<file path="config.mk">
export PLATFORM = sky130hd
export DESIGN_NAME = port_sram_matcher_flat
export DESIGN_NICKNAME = d
export VERILOG_FILES = /design/src/rtl/port_sram_matcher_pkg.sv /design/src/rtl/port_sram_matcher_if.sv /design/src/rtl/port_sram_best_sel.sv /design/src/rtl/port_sram_matcher.sv /design/src/flat_wrapper.sv
export SDC_FILE = /design/constraint.sdc
export NUM_CORES = 1
export LEC_CHECK = 0
export BUFFER_PORTS_ARGS = -buffer_cell sky130_fd_sc_hd__buf_4
export CORE_AREA = 5 5 134 136
export CTS_BUF_LIST = sky130_fd_sc_hd__clkbuf_8
export CTS_CLUSTER_SIZE = 16
export DETAILED_ROUTE_END_ITERATION = 12
export DIE_AREA = 0 0 139 141
export PLACE_DENSITY = 0.67
export SYNTH_ARGS = -nofsm -noshare
export SYNTH_HDL_FRONTEND = slang
export SYNTH_SLANG_ARGS = --single-unit
</file>
<file path="constraint.sdc">
create_clock -name clk -period 9.55 [get_ports clk]
set_input_delay 0.4775 -clock clk [delete_from_list [all_inputs] [get_ports clk]]
set_output_delay 0.4775 -clock clk [all_outputs]
set_load 0.01 [all_outputs]
</file>
<file path="src/rtl/port_sram_matcher_pkg.sv">
// Shared types and constants for the port SRAM matcher.
// Holds the SRAM geometry, the matcher state encoding and the need-pages helper.
package port_sram_matcher_pkg;

   localparam int NUM_SRAM  = 32;
   localparam int IDX_W     = 5;
   localparam int PAGE_W    = 9;
   localparam int MAX_RETRY = 4;
   localparam int LEN_W     = 9;
   localparam int DEST_W    = 4;
   localparam int NEED_W    = LEN_W + 1;
   localparam int RETRY_W   = $clog2(MAX_RETRY + 1);

   typedef enum logic [1:0] {
      ST_IDLE,
      ST_SCAN,
      ST_LOCK,
      ST_DONE
   } match_state_e;

   // Pages of 8 words needed for a packet; one bit wider so 511 words cannot wrap.
   function automatic logic [NEED_W-1:0] need_pages(input logic [LEN_W-1:0] len);
      logic [NEED_W-1:0] sum;
      sum = {1'b0, len} + NEED_W'(7);
      return sum >> 3;
   endfunction

endpackage

</file>
<file path="src/rtl/port_sram_matcher_if.sv">
// Frontend request/result and arbiter lock handshake bundle for the matcher.
// The matcher uses the slave modport; the frontend/arbiter side uses master.
interface port_sram_matcher_if;
   import port_sram_matcher_pkg::*;

   logic                       match_enable;
   logic [DEST_W-1:0]          new_dest_port;
   logic [LEN_W-1:0]           new_length;
   logic [NUM_SRAM*PAGE_W-1:0] sram_free_pages;
   logic [NUM_SRAM-1:0]        sram_locked;
   logic                       lock_req;
   logic [IDX_W-1:0]           lock_sram;
   logic                       lock_gnt;
   logic                       lock_nack;
   logic                       match_end;
   logic                       match_suc;
   logic [IDX_W-1:0]           matched_sram;
   logic [DEST_W-1:0]          matched_dest_port;

   modport slave (
      input  match_enable, new_dest_port, new_length,
      input  sram_free_pages, sram_locked,
      input  lock_gnt, lock_nack,
      output lock_req, lock_sram,
      output match_end, match_suc, matched_sram, matched_dest_port
   );

   modport master (
      output match_enable, new_dest_port, new_length,
      output sram_free_pages, sram_locked,
      output lock_gnt, lock_nack,
      input  lock_req, lock_sram,
      input  match_end, match_suc, matched_sram, matched_dest_port
   );

endinterface

</file>
<file path="src/rtl/port_sram_best_sel.sv">
// Per-cycle eligibility test and best-candidate register for the SRAM scan.
// Ties keep the earlier candidate: replacement needs strictly more free pages.
module port_sram_best_sel
   import port_sram_matcher_pkg::*;
(
   input  logic              clk,
   input  logic              rst_n,
   input  logic              i_clr,
   input  logic              i_eval,
   input  logic [IDX_W-1:0]  i_idx,
   input  logic [PAGE_W-1:0] i_free,
   input  logic              i_locked,
   input  logic [NEED_W-1:0] i_need,
   output logic              o_nxt_vld,
   output logic [IDX_W-1:0]  o_nxt_idx,
   output logic [IDX_W-1:0]  o_best_idx
);

   logic              r_best_vld;
   logic [IDX_W-1:0]  r_best_idx;
   logic [PAGE_W-1:0] r_best_free;
   logic              w_elig;
   logic              w_take;

   assign w_elig = !i_locked && (NEED_W'(i_free) >= i_need);
   assign w_take = i_eval && w_elig && (!r_best_vld || (i_free > r_best_free));

   // Look-ahead so the last scan cycle can decide using its own evaluation.
   assign o_nxt_vld  = r_best_vld || w_take;
   assign o_nxt_idx  = w_take ? i_idx : r_best_idx;
   assign o_best_idx = r_best_idx;

   always_ff @(posedge clk or negedge rst_n) begin
      if (!rst_n) begin
         r_best_vld  <= 1'b0;
         r_best_idx  <= '0;
         r_best_free <= '0;
      end else if (i_clr) begin
         r_best_vld  <= 1'b0;
         r_best_idx  <= '0;
         r_best_free <= '0;
      end else if (w_take) begin
         r_best_vld  <= 1'b1;
         r_best_idx  <= i_idx;
         r_best_free <= i_free;
      end
   end

endmodule

</file>
<file path="src/rtl/port_sram_matcher.sv">
// Scans all shared SRAMs, picks the eligible one with most free pages and claims it.
// Optional PORT_MATCH_TIMEOUT_EN gives up after MAX_RETRY failed rounds (match_suc = 0).
module port_sram_matcher
   import port_sram_matcher_pkg::*;
(
   input  logic               clk,
   input  logic               rst_n,
   port_sram_matcher_if.slave bus
);

   match_state_e      r_state;
   logic              r_en_prev;
   logic [NEED_W-1:0] r_need;
   logic [DEST_W-1:0] r_dest;
   logic [IDX_W-1:0]  r_scan_ptr;
   logic [IDX_W-1:0]  r_scan_cnt;
   logic [IDX_W-1:0]  r_start_ptr;
   logic              r_lock_req;
   logic [IDX_W-1:0]  r_lock_sram;
   logic              r_match_end;
   logic              r_match_suc;
   logic [IDX_W-1:0]  r_matched_sram;
   logic [DEST_W-1:0] r_matched_dest;
`ifdef PORT_MATCH_TIMEOUT_EN
   logic [RETRY_W-1:0] r_retry;
`endif

   logic              w_rise;
   logic              w_eval;
   logic              w_clr;
   logic              w_last;
   logic              w_nxt_vld;
   logic [IDX_W-1:0]  w_nxt_idx;
   logic [IDX_W-1:0]  w_best_idx;
   logic [IDX_W-1:0]  w_ptr_inc;
   logic [IDX_W-1:0]  w_best_inc;
   logic [PAGE_W-1:0] w_free;
   logic              w_locked;

   // Only a fresh request starts a match; a level held after match_end is ignored.
   assign w_rise     = bus.match_enable && !r_en_prev;
   assign w_eval     = (r_state == ST_SCAN) && bus.match_enable;
   assign w_clr      = ((r_state == ST_IDLE) && w_rise) ||
                       ((r_state == ST_LOCK) && bus.match_enable && !bus.lock_gnt && bus.lock_nack);
   assign w_last     = (r_scan_cnt == IDX_W'(NUM_SRAM - 1));
   assign w_free     = bus.sram_free_pages[int'(r_scan_ptr)*PAGE_W +: PAGE_W];
   assign w_locked   = bus.sram_locked[r_scan_ptr];
   assign w_ptr_inc  = (r_scan_ptr == IDX_W'(NUM_SRAM - 1)) ? '0 : r_scan_ptr + 1'b1;
   assign w_best_inc = (w_best_idx == IDX_W'(NUM_SRAM - 1)) ? '0 : w_best_idx + 1'b1;

   port_sram_best_sel u_best_sel (
      .clk        (clk),
      .rst_n      (rst_n),
      .i_clr      (w_clr),
      .i_eval     (w_eval),
      .i_idx      (r_scan_ptr),
      .i_free     (w_free),
      .i_locked   (w_locked),
      .i_need     (r_need),
      .o_nxt_vld  (w_nxt_vld),
      .o_nxt_idx  (w_nxt_idx),
      .o_best_idx (w_best_idx)
   );

   always_ff @(posedge clk or negedge rst_n) begin
      if (!rst_n) begin
         r_state        <= ST_IDLE;
         r_en_prev      <= 1'b0;
         r_need         <= '0;
         r_dest         <= '0;
         r_scan_ptr     <= '0;
         r_scan_cnt     <= '0;
         r_start_ptr    <= '0;
         r_lock_req     <= 1'b0;
         r_lock_sram    <= '0;
         r_match_end    <= 1'b0;
         r_match_suc    <= 1'b0;
         r_matched_sram <= '0;
         r_matched_dest <= '0;
`ifdef PORT_MATCH_TIMEOUT_EN
         r_retry        <= '0;
`endif
      end else begin
         r_en_prev   <= bus.match_enable;
         r_match_end <= 1'b0;
         case (r_state)
            ST_IDLE: begin
               if (w_rise) begin
                  r_need     <= need_pages(bus.new_length);
                  r_dest     <= bus.new_dest_port;
                  r_scan_ptr <= r_start_ptr;
                  r_scan_cnt <= '0;
`ifdef PORT_MATCH_TIMEOUT_EN
                  r_retry    <= '0;
`endif
                  r_state    <= ST_SCAN;
               end
            end
            ST_SCAN: begin
               if (!bus.match_enable) begin
                  r_state <= ST_IDLE;
               end else if (!w_last) begin
                  r_scan_ptr <= w_ptr_inc;
                  r_scan_cnt <= r_scan_cnt + 1'b1;
               end else if (w_nxt_vld) begin
                  r_lock_req  <= 1'b1;
                  r_lock_sram <= w_nxt_idx;
                  r_state     <= ST_LOCK;
               end else begin
`ifdef PORT_MATCH_TIMEOUT_EN
                  if (r_retry == RETRY_W'(MAX_RETRY - 1)) begin
                     r_match_end <= 1'b1;
                     r_match_suc <= 1'b0;
                     r_state     <= ST_DONE;
                  end else begin
                     r_retry    <= r_retry + 1'b1;
                     r_scan_ptr <= r_start_ptr;
                     r_scan_cnt <= '0;
                  end
`else
                  r_scan_ptr <= r_start_ptr;
                  r_scan_cnt <= '0;
`endif
               end
            end
            ST_LOCK: begin
               if (!bus.match_enable) begin
                  r_lock_req <= 1'b0;
                  r_state    <= ST_IDLE;
               end else if (bus.lock_gnt) begin
                  // Result registers update with the pulse so they are valid alongside it.
                  r_lock_req     <= 1'b0;
                  r_match_end    <= 1'b1;
                  r_match_suc    <= 1'b1;
                  r_matched_sram <= w_best_idx;
                  r_matched_dest <= r_dest;
                  r_start_ptr    <= w_best_inc;
                  r_state        <= ST_DONE;
               end else if (bus.lock_nack) begin
                  r_lock_req <= 1'b0;
`ifdef PORT_MATCH_TIMEOUT_EN
                  if (r_retry == RETRY_W'(MAX_RETRY - 1)) begin
                     r_match_end <= 1'b1;
                     r_match_suc <= 1'b0;
                     r_state     <= ST_DONE;
                  end else begin
                     r_retry    <= r_retry + 1'b1;
                     r_scan_ptr <= r_start_ptr;
                     r_scan_cnt <= '0;
                     r_state    <= ST_SCAN;
                  end
`else
                  r_scan_ptr <= r_start_ptr;
                  r_scan_cnt <= '0;
                  r_state    <= ST_SCAN;
`endif
               end
            end
            ST_DONE: begin
               r_state <= ST_IDLE;
            end
            default: begin
               r_state <= ST_IDLE;
            end
         endcase
      end
   end

   assign bus.lock_req          = r_lock_req;
   assign bus.lock_sram         = r_lock_sram;
   assign bus.match_end         = r_match_end;
   assign bus.match_suc         = r_match_suc;
   assign bus.matched_sram      = r_matched_sram;
   assign bus.matched_dest_port = r_matched_dest;

endmodule

</file>
<file path="src/flat_wrapper.sv">
// flat-port wrapper written by rule: the top's interface ports become plain ports
module port_sram_matcher_flat import port_sram_matcher_pkg::*;
  (clk, rst_n, bus_match_enable, bus_new_dest_port, bus_new_length, bus_sram_free_pages, bus_sram_locked, bus_lock_gnt, bus_lock_nack, bus_lock_req, bus_lock_sram, bus_match_end, bus_match_suc, bus_matched_sram, bus_matched_dest_port);
  port_sram_matcher_if bus_i ();
  input  logic clk;
  input  logic rst_n;
  input wire logic [$bits(bus_i.match_enable)-1:0] bus_match_enable;
  input wire logic [$bits(bus_i.new_dest_port)-1:0] bus_new_dest_port;
  input wire logic [$bits(bus_i.new_length)-1:0] bus_new_length;
  input wire logic [$bits(bus_i.sram_free_pages)-1:0] bus_sram_free_pages;
  input wire logic [$bits(bus_i.sram_locked)-1:0] bus_sram_locked;
  input wire logic [$bits(bus_i.lock_gnt)-1:0] bus_lock_gnt;
  input wire logic [$bits(bus_i.lock_nack)-1:0] bus_lock_nack;
  output wire logic [$bits(bus_i.lock_req)-1:0] bus_lock_req;
  output wire logic [$bits(bus_i.lock_sram)-1:0] bus_lock_sram;
  output wire logic [$bits(bus_i.match_end)-1:0] bus_match_end;
  output wire logic [$bits(bus_i.match_suc)-1:0] bus_match_suc;
  output wire logic [$bits(bus_i.matched_sram)-1:0] bus_matched_sram;
  output wire logic [$bits(bus_i.matched_dest_port)-1:0] bus_matched_dest_port;
  assign bus_i.match_enable = bus_match_enable;
  assign bus_i.new_dest_port = bus_new_dest_port;
  assign bus_i.new_length = bus_new_length;
  assign bus_i.sram_free_pages = bus_sram_free_pages;
  assign bus_i.sram_locked = bus_sram_locked;
  assign bus_i.lock_gnt = bus_lock_gnt;
  assign bus_i.lock_nack = bus_lock_nack;
  assign bus_lock_req = bus_i.lock_req;
  assign bus_lock_sram = bus_i.lock_sram;
  assign bus_match_end = bus_i.match_end;
  assign bus_match_suc = bus_i.match_suc;
  assign bus_matched_sram = bus_i.matched_sram;
  assign bus_matched_dest_port = bus_i.matched_dest_port;
  port_sram_matcher u_core (.clk(clk), .rst_n(rst_n), .bus(bus_i));
endmodule
</file>
# Word-level counts from Yosys, hierarchy flattened
# Cells that the tools add are included.
# Widths: inputs -> output; s select.
dict set report totals {
  reg_bits 61
  latchBits 0
  ramBits 0
  rom_bits 0
  input_bits 338
  out_inout_bits 17
  n_memories 0
}
dict set report classes {
  n_addsub 4
  mul 1
  n_div 0
  n_lt_le_gt_ge 3
  n_eq_ne 17
  shift 1
  muxes 44
  bitwise 0
  n_reduce_logical 26
}
# cell n
set ops {}
lappend ops {{$shiftx 288x32->9} 1}
lappend ops {{$mux 5} 18}
lappend ops {{$pmux 5 s3} 2}
lappend ops {{$mux 9} 2}
lappend ops {{$add 5x1->5 const B} 3}
lappend ops {{$eq 5x5->1 const B} 3}
lappend ops {{$mux 2} 7}
lappend ops {{$mux 1} 12}
lappend ops {{$add 9x3->10 const B} 1}
lappend ops {{$ne 2x2->1 const B} 5}
lappend ops {{$ge 9x7->1} 1}
lappend ops {{$gt 9x9->1} 1}
lappend ops {{$logic_and 1x1->1} 9}
lappend ops {{$mul 5x4->9 const B} 1}
lappend ops {{$pmux 2 s4} 1}
lappend ops {{$reduce_and 4->1} 2}
lappend ops {{$reduce_and 7->1} 1}
lappend ops {{$lt 5x6->1 const B} 1}
lappend ops {{$ne 3x3->1 const B} 2}
lappend ops {{$bmux 1 s5} 1}
lappend ops {{$reduce_and 5->1} 1}
lappend ops {{$eq 2x2->1 const B} 2}
lappend ops {{$logic_not 1->1} 4}
lappend ops {{$ne 2x1->1 const B} 2}
lappend ops {{10 further kinds} 13}

# Longest topological paths before layout
dict set report depth {
  word_depth 11
  depth_mapped 18
  mapped_depth_nobuf 14
}

# Modules after synthesis
# From an unflattened synthesis, not the netlist that was laid out.
dict set report unflattened {
  cells_unflattened 554
  area_unflattened_um2 5944.5
}
# mod instances cells_each area_each_um2 seq_area_each_um2
set modules_own_cells {}
lappend modules_own_cells {port_sram_matcher 1 423 4672.0 1151.1}
lappend modules_own_cells {port_sram_best_sel 1 131 1272.5 375.4}

# Worst setup path after synthesis
# Ideal clock, no wire load.
dict set report synth_path {
  path_kind {reg2reg}
  startpoint {register u_core.r_scan_ptr[0]}
  endpoint {register u_core.r_scan_ptr[3]}
  setup_time_ns 0.126
  arrival_time_ns 4.207
  required_time_ns 9.424
  setup_slack_ns 5.217
  path_stages_with_launch 16
  path_buffers 4
  period_less_slack_ns 4.333
  cell_sequence {dfrtp_1 -> buf_6 -> buf_2 -> buf_2 -> mux4_2 -> mux4_2 -> mux2i_1 -> ha_1 -> nand2b_1 -> a211oi_1 -> o21ai_0 -> a31oi_1 -> a31oi_4 -> or2_1 -> buf_4 -> a221o_1}
}
dict set report synth_between {
  elab_chain_cells 9
}
# element line_no
set synth_rtl {}
lappend synth_rtl {{from (decl)} port_sram_matcher.sv:15} ;# logic [IDX_W-1:0] r_scan_ptr;
lappend synth_rtl {{from (signal assigned)} port_sram_matcher.sv:91} ;# r_scan_ptr <= r_start_ptr;
lappend synth_rtl {{from (signal assigned)} port_sram_matcher.sv:103} ;# r_scan_ptr <= w_ptr_inc;
lappend synth_rtl {{from (signal assigned)} port_sram_matcher.sv:121} ;# r_scan_ptr <= r_start_ptr;
lappend synth_rtl {{$mul 5x4->9 or $bmux 1 s5 (tied branches)} {port_sram_matcher.sv:46, port_sram_matcher.sv:47}}
lappend synth_rtl {{$shiftx 288x32->9 or $mux 1 (tied branches)} {port_sram_matcher.sv:46, port_sram_matcher.sv:47}}
lappend synth_rtl {{$ge 9x7->1 or $logic_not 1->1 (tied branches)} port_sram_best_sel.sv:25} ;# assign w_elig = !i_locked && (NEED_W'(i_free) >= i_need);
lappend synth_rtl {{$logic_and 1x1->1} port_sram_best_sel.sv:25}
lappend synth_rtl {{$logic_and 1x1->1 (2 in series)} port_sram_best_sel.sv:26} ;# assign w_take = i_eval && w_elig && (!r_best_vld || (i_free > r_best_free));
lappend synth_rtl {{$logic_or 1x1->1} port_sram_best_sel.sv:29} ;# assign o_nxt_vld = r_best_vld || w_take;
lappend synth_rtl {{$ne 3x3->1 (no line)} --}
lappend synth_rtl {{$reduce_and 7->1 (no line)} --}
# Parallel ways exist; a longest one is shown, timed or not. The select of a mux whose other input is x is not followed.
# A chain may end at the register's enable or synchronous reset.

# Worst setup path in the final report
dict set report layout_path {
  startpoint {register u_core.r_scan_ptr[0]}
  endpoint {register u_core.r_lock_sram[4], in the netlist u_core.bus.lock_sram[4]}
}
dict set report layout_between {
  elab_chain_cells 8
}
# element line_no
set layout_rtl {}
lappend layout_rtl {{$mul 5x4->9 or $bmux 1 s5 (tied branches)} {port_sram_matcher.sv:46, port_sram_matcher.sv:47}}
lappend layout_rtl {{$shiftx 288x32->9 or $mux 1 (tied branches)} {port_sram_matcher.sv:46, port_sram_matcher.sv:47}}
lappend layout_rtl {{$ge 9x7->1 or $logic_not 1->1 (tied branches)} port_sram_best_sel.sv:25}
lappend layout_rtl {{$logic_and 1x1->1} port_sram_best_sel.sv:25}
lappend layout_rtl {{$logic_and 1x1->1} port_sram_best_sel.sv:26}
lappend layout_rtl {{$logic_and 1x1->1 (*)} port_sram_best_sel.sv:26}
lappend layout_rtl {{$logic_or 1x1->1} port_sram_best_sel.sv:29}
lappend layout_rtl {{$reduce_and 4->1 (no line)} --}
lappend layout_rtl {{to (signal assigned)} port_sram_matcher.sv:107} ;# r_lock_sram <= w_nxt_idx;
lappend layout_rtl {{to (decl)} port_sram_matcher.sv:19} ;# logic [IDX_W-1:0] r_lock_sram;
# Mark *: on every way between the ends. The rest lies on a longest branch, timed or not. The select of a mux whose other input is x is not followed.

==> impl_results.md <==
* Chip height at 141 um
* Compound-Gate Fraction of Synth Area at 0.104
* Global routing usage on met2 at 0.394
* Post-CTS Hold Buffers at 0
* Overflow after GRT at 0
* Max-slew violations at 0
* Number of instances in the synthesized netlist at 512
* Number of register bits inferred by synthesis at ~60
* Largest family of logic cells by synthesized area: multiplexers
* Fraction of layout instances using a drive strength above 1 at 0.559
* Fmax at ~160 MHz
* Netlist area before placement at 5780 um2
* Global-route wire length before repair at 35.5 mm
* Num Clock Sinks at between 60 and 70
* Cell at the root of the clock tree: sky130_fd_sc_hd__clkbuf_8
* Post CTS Setup Buffer Count at 0
* TritonCTS buffer count at 9
* Die width at 139 um
* Sequential share of power at 0.265
* Worst slew margin at 0.321
* Maximum fanout encountered on the critical timing path at 37
* Layout Area Growth over Synthesis at 52.5%
* Total of endpoints with negative setup slack in the final report at 0
* Minimum hold slack at 208 ps
* Number of gates resized after CTS at 0
* Top-count cell post-synth: sky130_fd_sc_hd__mux4_2
* Share of power burned in combinational logic at 0.516
* Post-layout net count at 1,206
* Routed WL at between 20 and 25 mm
* CTS H-tree lvls at 3
* Placer congestion estimate at 0.938
* Top-level I/O count at 355
* Global-route met3 utilization at 0.0675
* Number of detailed-routing iterations run before antenna repair at 4
* TritonCTS clock tree: done
* Highest ir drop seen on vdd at between 0.08 and 0.09 mV
* Busiest metal layer after global routing: met2
* Worst skew pair latency at 340 ps
* Power per Cell Area at between 100 and 150 nW/um2
* Number of enable-type register cells in the synthesized netlist at 0
* Count of input and output buffers at 354
* Power share of the clock group at 0.219
* Routed WL per cell at 21.5 um
* Net switching power at around 440 uW
* Most instantiated flip-flop cell in the synthesis netlist: sky130_fd_sc_hd__dfrtp_1
* Critical path required time at 9760 ps
* Routed via count at around 5,800
* Final Hold Fails at 0
* Max_cap viols at 0
* Final TNS setup at 0 ps
* Floorplan Core Area at 16,800 um2
* Post-detailed-placement half-perimeter wirelength at approximately 19 mm
* Shortest clock period the worst path allows after layout at 6140 ps
* GRT Resource Usage Total at 0.230
* Critical path endpoint category: flip-flop
* Number of distinct standard cells referenced by the synthesized netlist at 55
* Synthesized area per cell at 11.3 um2
* Vias in the first global route at about 6,200
* Largest net degree at the start of global routing at between 60 and 70
* Setup repair after global routing missed its margin: no
* Synth Area in Adders at 0.0476
* Worst min-delay path category: in2async
* Post-synth top area cell: sky130_fd_sc_hd__mux4_2
* Site row count at 48
* Mapped Nets at between 800 and 900
* Number of antenna violations at the first check in global routing at 3
* Mux share of post-synthesis cell area at 0.419
* Portion of synthesized cell area occupied by the leading cell type at 0.296
* Sw Share at 0.345
* Antenna fix cells at 0
* Fraction of synthesis flops using an asynchronous set or reset pin at 1.00
* Top cells by area, synth: sky130_fd_sc_hd__mux4_2, sky130_fd_sc_hd__dfrtp_1, sky130_fd_sc_hd__mux2i_1
* Count of nets left with antenna violations after detail routing at 0
* Count of synthesis-stage warnings from yosys at 0
* Internal power consumption at 837 uW
* Final clock period utilization by the worst path at 0.643
* Maximum root-to-sink buffer count at 2
* Synthesized-area fraction occupied by xor and xnor cells at 0.0106
* Vias per std cell at approximately 5.3
* Floorplan die area at between 15,000 and 20,000 um2
* Slew at the pin closest to its max-slew limit at 1020 ps
* Reported leakage power at 0.00417 uW
* DRC viols at 0
* Number of DRC markers in iteration 0 at about 310
* Post-synthesis share of cell area spent on and, or, nand and nor gates at 0.103
* Final setup skew at ~7.5 ps
* Clock input transition at the sequential cells of the worst setup and hold paths at approximately 70 ps
* CP startpoint kind: flip-flop
* Kind of critical path: reg2reg
* Initial cell density of the core at 0.344
* GR met1 Demand/Resource at 0.289
* Critical Path AT at roughly 6300 ps
* Status: finished clean
* Sequential share of the synthesized area at 0.264
* Commonest cells post-synth: sky130_fd_sc_hd__mux4_2, sky130_fd_sc_hd__dfrtp_1, sky130_fd_sc_hd__mux2i_1
[kinds of logic (layout without fill, tap and decap cells)]
logic type / Yosys count / in the layout
and+or+nand+nor: 123 / 123
xor gates and xnor gates: 7 / 7
muxes: 145 / 145
DFF: 61 / 61
adders and majority gates: 22 / 22
AOI/OAI and AO/OA: 88 / 88
buffers and inverters: 66 / 405
[cell usage in the layout (no fill, tap or decap), types with 2 or more instances in the layout]
cell	synthesis	final
sky130_fd_sc_hd__a211oi_1	7	7
sky130_fd_sc_hd__a21boi_0	2	2
sky130_fd_sc_hd__a21oi_1	9	9
sky130_fd_sc_hd__a22o_1	5	5
sky130_fd_sc_hd__a22oi_1	13	13
sky130_fd_sc_hd__a31oi_1	4	4
sky130_fd_sc_hd__and2_1	2	2
sky130_fd_sc_hd__and3_1	5	5
sky130_fd_sc_hd__buf_4	3	360
sky130_fd_sc_hd__bufinv_16	0	3
sky130_fd_sc_hd__clkbuf_8	0	9
sky130_fd_sc_hd__dfrtp_1	61	59
sky130_fd_sc_hd__ha_1	22	22
sky130_fd_sc_hd__inv_1	29	30
sky130_fd_sc_hd__mux2_2	18	18
sky130_fd_sc_hd__mux2i_1	50	50
sky130_fd_sc_hd__mux4_2	76	76
sky130_fd_sc_hd__nand2_1	43	43
sky130_fd_sc_hd__nand2b_1	9	9
sky130_fd_sc_hd__nand3_1	15	15
sky130_fd_sc_hd__nand4_1	3	3
sky130_fd_sc_hd__nor2_1	23	23
sky130_fd_sc_hd__nor2b_1	6	6
sky130_fd_sc_hd__nor3_1	5	5
sky130_fd_sc_hd__nor4_1	2	2
sky130_fd_sc_hd__o21ai_0	29	29
sky130_fd_sc_hd__o31ai_1	4	4
sky130_fd_sc_hd__or2_1	2	2
sky130_fd_sc_hd__or3_1	2	2
sky130_fd_sc_hd__xnor2_1	2	2
sky130_fd_sc_hd__xor2_1	5	5
[area by class of cell]
cell class              count  area, um2
flip-flops and latches     61       1530
well taps                 225        282
clock buffers               9        124
fillers                  1580       7990
repair buffers            360       2700
inverters                  29        109
clock inverters             7        115
multi-input cells         385       3960
[state kept, by name, summed over array words and instances, names as in the netlist, 5 cells and up]
signal	count
u_core.bus.matched_sram	5
u_core.r_need	7
u_core.bus.lock_sram	5
u_core.r_scan_cnt	5
u_core.u_best_sel.o_best_idx	5
u_core.u_best_sel.r_best_free	9
u_core.r_scan_ptr	5
u_core.r_start_ptr	5
[metrics by stage]
| step | power (uW) | setup slack (ps) | util | instance area [um2] | cells |
|---|---|---|---|---|---|
| 2_1_floorplan | 787 | 5220 | - | 5780 | 512 |
| 3_3_place_gp | 997 | 3530 | 0.510 | 8580 | 1060 |
| 3_5_place_dp | 1010 | 3350 | 0.510 | 8580 | 1060 |
| 4_1_cts | 1290 | 3320 | 0.525 | 8820 | 1076 |
| 5_1_grt | 1370 | 2940 | 0.525 | 8820 | 1076 |
| 6_report | 1280 | 3410 | 0.525 | 8820 | 1076 |
[final timing paths]
kind	from	slack (ps)	depth (start not counted)	endpoint
max reg2reg	u_core.r_scan_ptr[0]$_DFFE_PN0P_	3410	12	u_core.bus.lock_sram[4]$_DFFE_PN0P_
min	rst_n	210	1	u_core.bus.match_end$_DFF_PN0_
max	u_core.r_scan_ptr[0]$_DFFE_PN0P_	3410	12	u_core.bus.lock_sram[4]$_DFFE_PN0P_
max in group asynchronous	rst_n	8740	1	u_core.r_scan_ptr[0]$_DFFE_PN0P_
min reg2reg	u_core.r_dest[2]$_DFFE_PN0P_	470	2	u_core.r_dest[2]$_DFFE_PN0P_
min in group clk	bus_match_enable	320	1	u_core.r_en_prev$_DFF_PN0_
[critical path, stage by stage (launching register included)]
cell                       delay (ps)
sky130_fd_sc_hd__dfrtp_4          830
sky130_fd_sc_hd__buf_4            640
sky130_fd_sc_hd__buf_4            620
sky130_fd_sc_hd__mux4_2           580
sky130_fd_sc_hd__mux4_2           490
sky130_fd_sc_hd__mux2_2           320
sky130_fd_sc_hd__ha_1             290
sky130_fd_sc_hd__o21ai_0          200
sky130_fd_sc_hd__nand2b_1          80
sky130_fd_sc_hd__a31oi_1          510
sky130_fd_sc_hd__a311o_1          940
sky130_fd_sc_hd__mux2i_1          340
sky130_fd_sc_hd__mux2i_1          100
[routing by layer]
metal / vias up / share of wire
met5: - / 0.0020
met4: 6 / 0.021
met3: 39 / 0.092
met2: 299 / 0.48
met1: 2750 / 0.40
li1: 2662 / -
[power groups by stage]
stage	clock (uW)	sequential, uW	combinational, uW
4_1_cts	282	340	666
5_1_grt	294	347	731
3_5_place_dp	0	344	663
6_report	280	340	660
3_3_place_gp	0	343	654
2_1_floorplan	0	321	466
(Power assumes the default switching activity.)
